[config.mk]
export PLATFORM = sky130hd
export DESIGN_NAME = mult_share_ctrl
export DESIGN_NICKNAME = d
export VERILOG_FILES = /design/src/rtl/mult_share_ctrl_pkg.sv /design/src/rtl/mult_share_ctrl_mul.sv /design/src/rtl/mult_share_ctrl_rr_arb2.sv /design/src/rtl/mult_share_ctrl.sv
export SDC_FILE = /design/constraint.sdc
export NUM_CORES = 1
export LEC_CHECK = 0
export ABC_CLOCK_PERIOD_IN_PS = 13700
export BUFFER_PORTS_ARGS = -buffer_cell sky130_fd_sc_hd__buf_4
export CAP_MARGIN = 20
export CORE_ASPECT_RATIO = 1.5
export CORE_UTILIZATION = 55
export DETAILED_ROUTE_END_ITERATION = 12
export GPL_TIMING_DRIVEN = 0
export PLACE_DENSITY = 0.75
export SETUP_SLACK_MARGIN = 0.15
export SYNTH_ARGS = -nofsm -noshare
export SYNTH_HDL_FRONTEND = slang
export SYNTH_SLANG_ARGS = --single-unit
[constraint.sdc]
create_clock -name clk -period 13.7 [get_ports clk]
set_clock_uncertainty 0.05 [all_clocks]
set_input_delay 0.685 -clock clk [delete_from_list [all_inputs] [get_ports clk]]
set_output_delay 0.685 -clock clk [all_outputs]
set_load 0.05 [all_outputs]
[src/rtl/mult_share_ctrl_pkg.sv]
// Shared definitions for the multiplier sharing controller.
// Holds the FSM state encodings and the operand/product widths.
package mult_share_ctrl_pkg;

    localparam int unsigned OP_WIDTH   = 8;
    localparam int unsigned PROD_WIDTH = 2 * OP_WIDTH;

    localparam logic [1:0] IDLE = 2'b00;
    localparam logic [1:0] MUL  = 2'b01;
    localparam logic [1:0] HOLD = 2'b10;

endpackage

[src/rtl/mult_share_ctrl_mul.sv]
// Shared 8x8 signed combinational multiplier datapath.
//   a, b : two's-complement operands
//   p    : full 16-bit two's-complement product
// Operands are converted to sign-magnitude, multiplied as an unsigned
// shift-add array, and the sign is restored on the result.
module smul8 (
    input  logic [7:0]  a,
    input  logic [7:0]  b,
    output logic [15:0] p
);

    logic [7:0]  mag_a;
    logic [7:0]  mag_b;
    logic [15:0] acc;

    always_comb begin
        // -128 maps to magnitude 0x80, which is exact as an unsigned value
        mag_a = a[7] ? (~a + 8'd1) : a;
        mag_b = b[7] ? (~b + 8'd1) : b;
        acc   = '0;
        for (int unsigned i = 0; i < 8; i++) begin
            if (mag_b[i]) begin
                acc = acc + (16'(mag_a) << i);
            end
        end
        p = (a[7] ^ b[7]) ? (~acc + 16'd1) : acc;
    end

endmodule

[src/rtl/mult_share_ctrl_rr_arb2.sv]
// Two-way round-robin arbiter.
//   valid : request bits, bit N belongs to requester N
//   ptr   : requester favoured when both are valid
//   grant : one-hot grant (all zero when no request)
module rr_arb2 (
    input  logic [1:0] valid,
    input  logic       ptr,
    output logic [1:0] grant
);

    always_comb begin
        grant = 2'b00;
        if (valid == 2'b11) begin
            grant[ptr] = 1'b1;
        end else begin
            grant = valid;
        end
    end

endmodule

[src/rtl/mult_share_ctrl.sv]
// Two-requester sequencer/arbiter in front of the shared signed multiplier.
// Operands and product are registered so the multiplier path is cut on both
// sides; products are returned with a requester tag over valid/ready.
//   clk, rst              : clock, synchronous active-high reset
//   reqN_valid/ready/a/b  : requester N operand handshake (N = 0, 1)
//   out_valid/ready       : product handshake
//   out_product, out_id   : signed product and issuing requester
//   busy                  : controller is not idle
//   done_cnt0/1           : saturating completion counters per requester
module mult_share_ctrl
    import mult_share_ctrl_pkg::*;
#(
    parameter int unsigned CNT_W = 16,
    parameter int unsigned WIDTH = 8
) (
    input  logic                 clk,
    input  logic                 rst,
    input  logic                 req0_valid,
    output logic                 req0_ready,
    input  logic [WIDTH-1:0]     req0_a,
    input  logic [WIDTH-1:0]     req0_b,
    input  logic                 req1_valid,
    output logic                 req1_ready,
    input  logic [WIDTH-1:0]     req1_a,
    input  logic [WIDTH-1:0]     req1_b,
    output logic                 out_valid,
    input  logic                 out_ready,
    output logic [2*WIDTH-1:0]   out_product,
    output logic                 out_id,
    output logic                 busy,
    output logic [CNT_W-1:0]     done_cnt0,
    output logic [CNT_W-1:0]     done_cnt1
);

    if (WIDTH != OP_WIDTH) begin : g_bad_width
        $error("mult_share_ctrl: WIDTH must be 8");
    end

    logic [1:0]            state_q, state_d;
    logic                  ptr_q, ptr_d;
    logic [WIDTH-1:0]      a_q, a_d;
    logic [WIDTH-1:0]      b_q, b_d;
    logic                  id_q, id_d;
    logic [2*WIDTH-1:0]    prod_q, prod_d;
    logic                  out_id_q, out_id_d;
    logic [CNT_W-1:0]      cnt0_q, cnt0_d;
    logic [CNT_W-1:0]      cnt1_q, cnt1_d;
    logic [1:0]            grant;
    logic [2*WIDTH-1:0]    mul_p;

    rr_arb2 u_arb (
        .valid (({req1_valid, req0_valid})),
        .ptr   (ptr_q),
        .grant (grant)
    );

    smul8 u_mul (
        .a (a_q),
        .b (b_q),
        .p (mul_p)
    );

    always_comb begin
        state_d  = state_q;
        ptr_d    = ptr_q;
        a_d      = a_q;
        b_d      = b_q;
        id_d     = id_q;
        prod_d   = prod_q;
        out_id_d = out_id_q;
        cnt0_d   = cnt0_q;
        cnt1_d   = cnt1_q;
        case (state_q)
            IDLE: begin
                if (grant != 2'b00) begin
                    state_d = MUL;
                    a_d     = grant[1] ? req1_a : req0_a;
                    b_d     = grant[1] ? req1_b : req0_b;
                    id_d    = grant[1];
                end
            end
            MUL: begin
                state_d  = HOLD;
                prod_d   = mul_p;
                out_id_d = id_q;
            end
            HOLD: begin
                if (out_ready) begin
                    state_d = IDLE;
                    // the requester just served loses priority
                    ptr_d   = ~out_id_q;
                    if (out_id_q) begin
                        if (cnt1_q != '1) cnt1_d = cnt1_q + CNT_W'(1);
                    end else begin
                        if (cnt0_q != '1) cnt0_d = cnt0_q + CNT_W'(1);
                    end
                end
            end
            default: state_d = IDLE;
        endcase
    end

    always_ff @(posedge clk) begin
        if (rst) begin
            state_q  <= IDLE;
            ptr_q    <= 1'b0;
            a_q      <= '0;
            b_q      <= '0;
            id_q     <= 1'b0;
            prod_q   <= '0;
            out_id_q <= 1'b0;
            cnt0_q   <= '0;
            cnt1_q   <= '0;
        end else begin
            state_q  <= state_d;
            ptr_q    <= ptr_d;
            a_q      <= a_d;
            b_q      <= b_d;
            id_q     <= id_d;
            prod_q   <= prod_d;
            out_id_q <= out_id_d;
            cnt0_q   <= cnt0_d;
            cnt1_q   <= cnt1_d;
        end
    end

    assign req0_ready  = (state_q == IDLE) & grant[0];
    assign req1_ready  = (state_q == IDLE) & grant[1];
    assign out_valid   = (state_q == HOLD);
    assign out_product = prod_q;
    assign out_id      = out_id_q;
    assign busy        = (state_q != IDLE);
    assign done_cnt0   = cnt0_q;
    assign done_cnt1   = cnt1_q;

endmodule

==> metrics.json, run 1 <==
{
  "outcome": {
    "result_of_the_run": "complete, no violations"
  },
  "timing": {
    "worstMarginPinSlew_ns": 1.03,
    "setup-violations-final": 0,
    "finalCriticalPeriod_ns": 12.12,
    "final.setup.tns_ns": 0,
    "report.final.hold_viol_count": 0,
    "max-slew-margin-rel_pct": 30.5,
    "timing.final.crit_share_pct": 88.5,
    "grt_setup_unrepaired": "false",
    "max_freq_mhz": 82.5,
    "drv_slew": 0
  },
  "floorplanning": {
    "row_count": 50,
    "core_area_mm2": 0.0125,
    "die_width_um": 94.4,
    "initial_cell_density_of_the_core_pct": 56.3,
    "design.portCount": 90,
    "dieArea_mm2": 0.0133,
    "fp.dieH_um": 141
  },
  "min_path": {
    "worst_hold_check_path_type": "reg2reg"
  },
  "yosys": {
    "synth.net_count": 1006,
    "synthDistinctLibCells": 90,
    "cell_area_after_synthesis_mm2": 0.00704,
    "dominantRegCellSynth": "dfxtp_1",
    "syn-mean-instance-area_um2": 7.79,
    "synth_largest_area_cell": "dfxtp_1",
    "seq_area_frac_synth_pct": 19.6,
    "synth_enable_flop_cells": 0,
    "synth.top_cells.by_area": "dfxtp_1 (20%), ha_1 (10%), nor2_1 (6.3%)",
    "warning_count_from_the_yosys_run": 0,
    "ys_top_cells_by_count": "nor2_1 (118), nand2_1 (82), dfxtp_1 (69), ha_1 (58), a21oi_1 (48)",
    "synthDominantCellAreaShare_pct": 19.6,
    "synth_async_sr_flop_share_pct": 0,
    "post_synth_inst_count": 904,
    "yosys_register_bits": 69,
    "yosysMostFrequentCell": "nor2_1"
  },
  "setup_path": {
    "critical_path_required_ns": 13.86,
    "worst_path_max_delay_cell": "xnor2_1",
    "critical_path_class": "reg2reg",
    "critical_path.startpoint_type": "register",
    "r2r_setup_slack_ns": 1.58,
    "critical_path.most_common_cell": "ha_1",
    "cp-startpoint": "a_q[0]$_SDFFE_PP0P_",
    "peak_fanout_along_the_critical_path": 13,
    "cp.arrival_ns": 12.28,
    "worstReg2RegStart": "a_q[0]$_SDFFE_PP0P_",
    "capture_point_of_the_worst_path": "out_product[15]$_SDFFE_PP0N_",
    "r2r.worst_path.cells": 53,
    "timing.critical_path.to_type": "register",
    "cp_slowest_stage_delay_ns": 0.81,
    "timing.rr.end": "out_product[15]$_SDFFE_PP0N_"
  },
  "drt": {
    "drt_iter0_markers": 328,
    "routed_via_density": 6.04,
    "drtPass1Iterations": 5,
    "dr_total_vias": 7041,
    "avgRoutedWirePerCell_um": 16.8,
    "routed_wl_um": 19500,
    "ant_nets": 0,
    "drcViolationCount": 0
  },
  "clock_tree": {
    "clock_sink_count": 69,
    "post_cts.resized_instances": 0,
    "clk_latency_worst_skew_pair_ns": 0.32,
    "clkSlewWorstSetupHoldPaths_ns": 0.06,
    "setup_bufs_post_cts": 0,
    "h-tree-depth": 3,
    "post_cts_hold_buffer_count": 0,
    "cts_tree": "yes",
    "cts-buffers-inserted": 9,
    "cts.root.buffer_cell": "clkbuf_16",
    "clockBufferDepth": 2
  },
  "grt": {
    "grt_resource_usage_total_pct": 29.9,
    "overflow": 0,
    "grt_start_max_net_pins": 16,
    "number_of_global_route_vias_before_repair": 6776,
    "grt_antenna_before_repair": 0,
    "grt_pass1_wl_um": 31700
  },
  "final_layout": {
    "drive_gt1_share_pct": 15.4,
    "fin_nets": 1107,
    "antenna-diode-count": 0,
    "area_overhead_vs_synth_pct": 16.9,
    "layout.core_utilization_pct": 65.8,
    "seq_area_mm2": 0.00138,
    "final.fill_count": 1162,
    "area_occupied_by_multi_input_gates_mm2": 0.00543
  },
  "power": {
    "cellPowerDensity_mw_per_mm2": 166,
    "irDropWorstVdd_mv": 0.0985,
    "static-leakage-power_nw": 3.67
  },
  "placement": {
    "place.gp.congestion": 0.875,
    "portBuffers": 88,
    "final_hpwl_from_detailed_placement_um": 15600
  },
  "run": {
    "timing.max_cap.violations": 0
  }
}
-- kinds of logic after synthesis --
family,count (synthesis),synth area share (%)
DFF,69,19.6
muxes,31,4.48
adders and majority gates,65,12.3
xor gates and xnor gates,80,10.1
and+or+nand+nor,351,24.4
AOI/OAI and AO/OA,244,25.5
buffers and inverters,64,3.64
-- cells in the final DEF, fill, tap and decap left out, types with 7 or more instances in the layout --
cell	count
nand4_1	14
inv_1	21
a21oi_1	48
nor2_1	118
nor3_1	19
o21ai_0	35
and2_1	9
or2_2	8
nand2b_1	11
xnor2_1	32
o31ai_1	11
nor3b_1	7
dfxtp_1	69
fa_1	7
o21bai_1	7
mux2i_1	27
nor2b_1	18
a31oi_1	9
xor2_1	46
and3_1	9
o211ai_1	7
nand3_1	22
clkbuf_16	9
clkbuf_1	30
a21o_1	19
buf_4	89
or3_1	9
buf_2	8
nand2_1	82
a211oi_1	38
ha_1	58
-- worst min-delay path by stage --
stage | from | to | slack [ns] | cells past startpoint
2_1_floorplan | id_q$_SDFFE_PP0P_ | out_id$_SDFFE_PP0N_ | 0.38 | 2
3_3_place_gp | out_product[6]$_SDFFE_PP0N_ | out_product[6]$_SDFFE_PP0N_ | 0.39 | 2
3_5_place_dp | out_product[6]$_SDFFE_PP0N_ | out_product[6]$_SDFFE_PP0N_ | 0.40 | 2
4_1_cts | id_q$_SDFFE_PP0P_ | out_id$_SDFFE_PP0N_ | 0.42 | 2
5_1_grt | out_product[7]$_SDFFE_PP0N_ | out_product[7]$_SDFFE_PP0N_ | 0.44 | 2
6_report | out_product[8]$_SDFFE_PP0N_ | out_product[8]$_SDFFE_PP0N_ | 0.42 | 2
-- worst max-delay path: cells and delay by family (launching register included) --
kind | cells | cell delay [ns]
multiplexers | 1 | 0.32
buffers and inverters | 2 | 0.24
AND/OR/NAND/NOR | 15 | 2.79
XOR/XNOR | 10 | 2.39
flip-flops | 1 | 0.72
AO/OA/AOI/OAI | 17 | 3.16
adder cells (fa/ha/maj) | 8 | 2.35
-- state kept, by name, indices dropped and copies added (netlist names) --
name and cells:
a_q 8, done_cnt1 16, ptr_q 1, b_q 8
out_product 16, state_q 2, done_cnt0 16, id_q 1
out_id 1
-- per-stage QoR --
step	hold slack (ns)	setup slack (ns)	cells	total power, mW	area [µm²]
finish	0.417	1.58	1166	1.37	8230
detailed placement	0.400	1.73	1149	1.13	7930
CTS	0.419	1.67	1165	1.36	8230
global route	0.437	0.796	1166	1.48	8230
floorplan	0.382	3.04	904	0.934	7040
global placement	0.390	0.899	1148	1.11	7900
-- report_power, final --
group / total [mW] / internal, mW / switching [mW] / leakage (nW)
registers: 0.232 / 0.216 / 0.0160 / 0.562
clock network: 0.224 / 0.140 / 0.0840 / 0.138
logic: 0.909 / 0.356 / 0.553 / 2.97
-- layout make-up --
cell class                 instances  area share, %
clock inverter                     6          0.775
multi-input combinational        771           65.9
clock buffer                      10           2.78
buffer                            40           1.99
inverter                          24           1.12
sequential                        69           16.8
timing repair buffer              90           8.27
tap                              156           2.37
-- per-layer routing --
layer / track usage [%] / vias up / part of all wire (%)
met5: 0 / - / 0
met4: 15.9 / 0 / 4.9
met3: 3.07 / 56 / 4.7
met2: 54.2 / 202 / 51
met1: 33.7 / 3253 / 40
li1: - / 3530 / -
No activity file was read; power rests on OpenSTA's default activity.
==> inputs of run 2 (changes only) <==
- CELL_PAD_IN_SITES_DETAIL_PLACEMENT: default -> 0
- CELL_PAD_IN_SITES_GLOBAL_PLACEMENT: default -> 1
- CORE_MARGIN: default -> 4
- CORE_UTILIZATION: 55 -> 44
- PLACE_DENSITY: 0.75 -> 0.81
==> run 2 against run 1 <==
Largest cell class unchanged. First-iteration DRC count is 16% lower. Sequential share of layout area is 0.13 points lower. Count of clock-buffer cells in the layout is 2 higher. Die area is 37% higher. Non-clock buffer count is 1 higher. Cell count is 4.1% higher. Hold slack worse by 0.012 ns. Final area is 0.78% higher. Largest power group unchanged.
==> metrics.json, run 2 (synthesis gave the netlist of run 1 again) <==
{
  "outcome": {
    "result_of_the_run": "complete, no violations"
  },
  "power": {
    "irDropWorstVdd_mv": 0.0837,
    "cellPowerDensity_mw_per_mm2": 165,
    "static-leakage-power_nw": 3.68
  },
  "placement": {
    "place.gp.congestion": 0.875,
    "dpl_worst_slack_ns": 2.06,
    "final_hpwl_from_detailed_placement_um": 16900,
    "portBuffers": 88
  },
  "timing": {
    "finalCriticalPeriod_ns": 11.69,
    "setup-violations-final": 0,
    "max-slew-margin-rel_pct": 36.1,
    "timing.final.crit_share_pct": 85.3,
    "report.final.hold_viol_count": 0,
    "final.setup.tns_ns": 0,
    "grt_setup_unrepaired": "false",
    "worstMarginPinSlew_ns": 0.950,
    "setup_ws_post_layout_ns": 2.01,
    "max_freq_mhz": 85.6,
    "final.hold.worst_slack_ns": 0.405,
    "drv_slew": 0
  },
  "setup_path": {
    "critical_path.most_common_cell": "ha_1",
    "r2r.worst_path.cells": 50,
    "timing.critical_path.to_type": "register",
    "critical_path.startpoint_type": "register",
    "critical_path_required_ns": 13.87,
    "cp_slowest_stage_delay_ns": 0.77,
    "worst_path_max_delay_cell": "o31ai_1",
    "cp.arrival_ns": 11.85,
    "worstReg2RegStart": "a_q[0]$_SDFFE_PP0P_",
    "critical_path_class": "reg2reg",
    "peak_fanout_along_the_critical_path": 13,
    "cp-startpoint": "a_q[0]$_SDFFE_PP0P_"
  },
  "clock_tree": {
    "clkSlewWorstSetupHoldPaths_ns": 0.06,
    "cts-buffers-inserted": 9,
    "setup_bufs_post_cts": 0,
    "h-tree-depth": 3,
    "clockBufferDepth": 2,
    "clk_latency_worst_skew_pair_ns": 0.33,
    "cts.root.buffer_cell": "clkbuf_16",
    "post_cts.resized_instances": 0,
    "clock_sink_count": 69,
    "post_cts_hold_buffer_count": 0,
    "cts_tree": "yes"
  },
  "final_layout": {
    "seq_area_mm2": 0.00138,
    "mostFrequentLayoutCell": "nor2_1",
    "fin_nets": 1108,
    "layout.core_utilization_pct": 52.9,
    "final.fill_count": 1607,
    "area_occupied_by_multi_input_gates_mm2": 0.00543,
    "area_overhead_vs_synth_pct": 17.8,
    "antenna-diode-count": 0,
    "commonest_non_fill_non_tap_cells_in_the_layout": "nor2_1 (118), buf_4 (90), nand2_1 (82), dfxtp_1 (69), ha_1 (58)",
    "drive_gt1_share_pct": 15.3
  },
  "floorplanning": {
    "design.portCount": 90,
    "fp.dieH_um": 163,
    "row_count": 56,
    "dieArea_mm2": 0.0181,
    "initial_cell_density_of_the_core_pct": 44.9,
    "core_area_mm2": 0.0157,
    "die_width_um": 111
  },
  "grt": {
    "grt_resource_usage_total_pct": 22.8,
    "grt_pass1_wl_um": 34100,
    "grt_antenna_before_repair": 0,
    "grt_start_max_net_pins": 16,
    "overflow": 0,
    "number_of_global_route_vias_before_repair": 6731
  },
  "drt": {
    "routed_via_density": 5.68,
    "ant_nets": 0,
    "drt_iter0_markers": 275,
    "routed_wl_um": 20800,
    "dr_total_vias": 6891,
    "drtPass1Iterations": 5,
    "drcViolationCount": 0,
    "avgRoutedWirePerCell_um": 17.1
  },
  "run": {
    "timing.max_cap.violations": 0
  },
  "min_path": {
    "hold_start": "out_product[7]$_SDFFE_PP0N_",
    "worst_hold_check_path_type": "reg2reg",
    "worst_hold_path.num_cells": 2
  }
}
-- run 2: layer usage --
layer | share of wire [%] | track usage, %
met2 | 53 | 43.4
met3 | 4.1 | 2.75
met4 | 2.3 | 7.64
met1 | 41 | 26.1
met5 | 0 | 0
-- run 2: area by class of cell --
class,count,area share (%)
timing repair buffer,91,8.36
inverter,24,1.12
clock inverter,4,0.588
sequential,69,16.7
buffer,40,1.98
tap,203,3.06
clock buffer,12,2.85
multi-input combinational,771,65.4
-- run 2: report_power, final --
part	switching, mW	internal [mW]	total [mW]
clock	0.0830	0.141	0.224
sequential	0.0158	0.216	0.232
combinational	0.557	0.358	0.915
total	0.656	0.715	1.37
-- run 2: per-stage QoR --
stage	std cells	power [mW]	cell area, µm²
floorplan	904	0.934	7040
global placement	1195	1.13	7960
detailed placement	1198	1.15	8010
CTS	1214	1.38	8300
global route	1214	1.49	8300
finish	1214	1.37	8300
-- run 2: final timing paths --
check,slack [ns],endpoint
worst min register to register,0.40,out_product[7]$_SDFFE_PP0N_
worst max register to register,2.01,out_product[15]$_SDFFE_PP0N_
worst max-delay path,2.01,out_product[15]$_SDFFE_PP0N_
worst min-delay path,0.40,out_product[7]$_SDFFE_PP0N_
-- run 2: worst max-delay path: cells and delay by family (launching register included) --
kind	cells	cell delay, ns
multiplexers	1	0.31
AND/OR/NAND/NOR	14	2.29
XOR/XNOR	7	1.29
AO/OA/AOI/OAI	16	3.48
buffers and inverters	3	0.50
flip-flops	1	0.73
adder cells (fa/ha/maj)	9	2.89
==> inputs of run 3 (changes only) <==
- PLACE_DENSITY: 0.81 -> default
- PLACE_DENSITY_LB_ADDON: default -> 0.1
==> run 3 against run 2 <==
Non-clock buffer count increased by 2. Sequential share of layout area decreased by 0.15 points. Flip-flop and latch count unchanged. Global-route usage increased by 0.39 points. Cell count increased by 0.16%. Final area increased by 0.92%. Routed wire length increased by 0.63%. Worst setup slack improved by 0.055 ns. Die area unchanged. Clock power increased by 17%. Register-to-register slack improved by 0.06 ns. Hold slack improved by 0.012 ns.
==> metrics.json, run 3 (synthesis gave the netlist of run 1 again) <==
{
  "timing": {
    "report.final.hold_viol_count": 0,
    "drv_slew": 0,
    "max-slew-margin-rel_pct": 35.2,
    "grt_setup_unrepaired": "false",
    "finalCriticalPeriod_ns": 11.63,
    "max_freq_mhz": 86.0,
    "worstMarginPinSlew_ns": 0.969,
    "timing.final.crit_share_pct": 84.9,
    "setup-violations-final": 0,
    "final.setup.tns_ns": 0
  },
  "clock_tree": {
    "clock_sink_count": 69,
    "post_cts_hold_buffer_count": 0,
    "post_cts.resized_instances": 0,
    "cts-buffers-inserted": 9,
    "clkSlewWorstSetupHoldPaths_ns": 0.06,
    "h-tree-depth": 3,
    "clk_latency_worst_skew_pair_ns": 0.33,
    "setup_bufs_post_cts": 0,
    "cts.root.buffer_cell": "clkbuf_16",
    "clockBufferDepth": 2,
    "cts_tree": "yes"
  },
  "power": {
    "switching_share_pct": 46.5,
    "static-leakage-power_nw": 3.71,
    "power.sequential.fraction_pct": 16.5,
    "cellPowerDensity_mw_per_mm2": 168,
    "irDropWorstVdd_mv": 0.0897,
    "cellInternalPower_mw": 0.753,
    "p_clk_share_pct": 18.7,
    "combPwrFrac_pct": 64.8,
    "net-switching-power_mw": 0.655
  },
  "setup_path": {
    "cp_slowest_stage_delay_ns": 0.74,
    "worstReg2RegStart": "a_q[0]$_SDFFE_PP0P_",
    "r2r_setup_slack_ns": 2.07,
    "r2r.worst_path.cells": 50,
    "capture_point_of_the_worst_path": "out_product[15]$_SDFFE_PP0N_",
    "critPathBufInv": 3,
    "critical_path_required_ns": 13.86,
    "cp.arrival_ns": 11.79,
    "critical_path_class": "reg2reg",
    "timing.rr.end": "out_product[15]$_SDFFE_PP0N_",
    "timing.critical_path.to_type": "register",
    "peak_fanout_along_the_critical_path": 13,
    "cp-startpoint": "a_q[0]$_SDFFE_PP0P_",
    "critical_path.startpoint_type": "register",
    "worst_path_max_delay_cell": "dfxtp_1",
    "timing.critical_path.depth": 50,
    "critPathTopFamily": "compound AO/OA/AOI/OAI gates",
    "critical_path.most_common_cell": "ha_1"
  },
  "floorplanning": {
    "initial_cell_density_of_the_core_pct": 44.9,
    "core_area_mm2": 0.0157,
    "dieArea_mm2": 0.0181,
    "row_count": 56,
    "die_width_um": 111,
    "fp.dieH_um": 163,
    "design.portCount": 90
  },
  "placement": {
    "placed_cells_incl_taps": 1199,
    "portBuffers": 88,
    "final_hpwl_from_detailed_placement_um": 16900,
    "place.gp.congestion": 0.855,
    "post_dp_cell_area_mm2": 0.00802
  },
  "drt": {
    "dr_total_vias": 6964,
    "drcViolationCount": 0,
    "drt_iter0_markers": 321,
    "routed_wl_um": 20900,
    "avgRoutedWirePerCell_um": 17.2,
    "ant_nets": 0,
    "routed_via_density": 5.73,
    "drtPass1Iterations": 4
  },
  "grt": {
    "grt_resource_usage_total_pct": 23.2,
    "grt_pass1_wl_um": 34800,
    "grt_antenna_before_repair": 0,
    "grt_start_max_net_pins": 16,
    "overflow": 0,
    "number_of_global_route_vias_before_repair": 7114
  },
  "final_layout": {
    "instances_no_fill": 1216,
    "drive_gt1_share_pct": 15.7,
    "antenna-diode-count": 0,
    "fin_nets": 1110,
    "commonest_non_fill_non_tap_cells_in_the_layout": "nor2_1 (118), buf_4 (90), nand2_1 (82), dfxtp_1 (69), ha_1 (58)",
    "final_area_mm2": 0.00837,
    "mostFrequentLayoutCell": "nor2_1",
    "area_overhead_vs_synth_pct": 18.9
  },
  "outcome": {
    "result_of_the_run": "complete, no violations"
  },
  "run": {
    "timing.max_cap.violations": 0
  },
  "min_path": {
    "worst_hold_check_path_type": "reg2reg"
  }
}
-- run 3: cell count changes in the layout (fill, tap and decap cells not counted) --
| cell | change |
|---|---|
| buf_2 | +1 |
| buf_6 | +1 |
| buf_8 | +1 |
| bufinv_16 | +2 |
| clkbuf_1 | -2 |
| clkdlybuf4s18_2 | -1 |
| clkinv_2 | -1 |
| clkinvlp_4 | +1 |
-- run 3: tightest hold or removal path: stages (launching register included) --
cell and delay [ns]:
dfxtp_1 0.32, nand2_1 0.06, a21oi_1 0.05
-- run 3: final cells by class --
type,instances,area (µm²)
fill,1591,7320
multi-input combinational,771,5430
sequential,69,1380
timing repair buffer,93,714
tap,203,254
clock buffer,10,229
buffer,40,164
clock inverter,6,111
inverter,24,92.6
-- run 3: stage by stage --
| step | worst slack (ns) | power (mW) | utilization [%] | hold WS [ns] |
|---|---|---|---|---|
| 2_1_floorplan | 3.04 | 0.934 | - | 0.382 |
| 3_3_place_gp | 0.742 | 1.13 | 50.7 | 0.390 |
| 3_5_place_dp | 1.57 | 1.14 | 51.1 | 0.409 |
| 4_1_cts | 1.51 | 1.41 | 53.3 | 0.419 |
| 5_1_grt | 1.25 | 1.54 | 53.3 | 0.442 |
| 6_report | 2.07 | 1.41 | 53.3 | 0.417 |
-- run 3: worst min path at each step --
stage / cells after the start / end / from / slack [ns]
4_1_cts: 2 / out_product[6]$_SDFFE_PP0N_ / out_product[6]$_SDFFE_PP0N_ / 0.42
2_1_floorplan: 2 / out_id$_SDFFE_PP0N_ / id_q$_SDFFE_PP0P_ / 0.38
5_1_grt: 2 / out_id$_SDFFE_PP0N_ / id_q$_SDFFE_PP0P_ / 0.44
3_3_place_gp: 2 / out_product[6]$_SDFFE_PP0N_ / out_product[6]$_SDFFE_PP0N_ / 0.39
6_report: 2 / out_product[6]$_SDFFE_PP0N_ / out_product[6]$_SDFFE_PP0N_ / 0.42
3_5_place_dp: 2 / out_product[6]$_SDFFE_PP0N_ / out_product[6]$_SDFFE_PP0N_ / 0.41
-- run 3: power by group through the flow --
stage | sequential [mW] | combinational [mW] | clock (mW)
finish | 0.233 | 0.913 | 0.263
global route | 0.235 | 1.03 | 0.277
CTS | 0.233 | 0.913 | 0.267
detailed placement | 0.237 | 0.905 | 0
global placement | 0.236 | 0.896 | 0
floorplan | 0.261 | 0.674 | 0
-- run 3: layer usage --
layer	global-route usage, %	vias to the layer above	part of all wire [%]
met5	0	-	0
met4	10.8	0	4.0
met3	2.75	47	3.5
met2	43.5	140	51
met1	25.8	3254	41
li1	-	3523	-
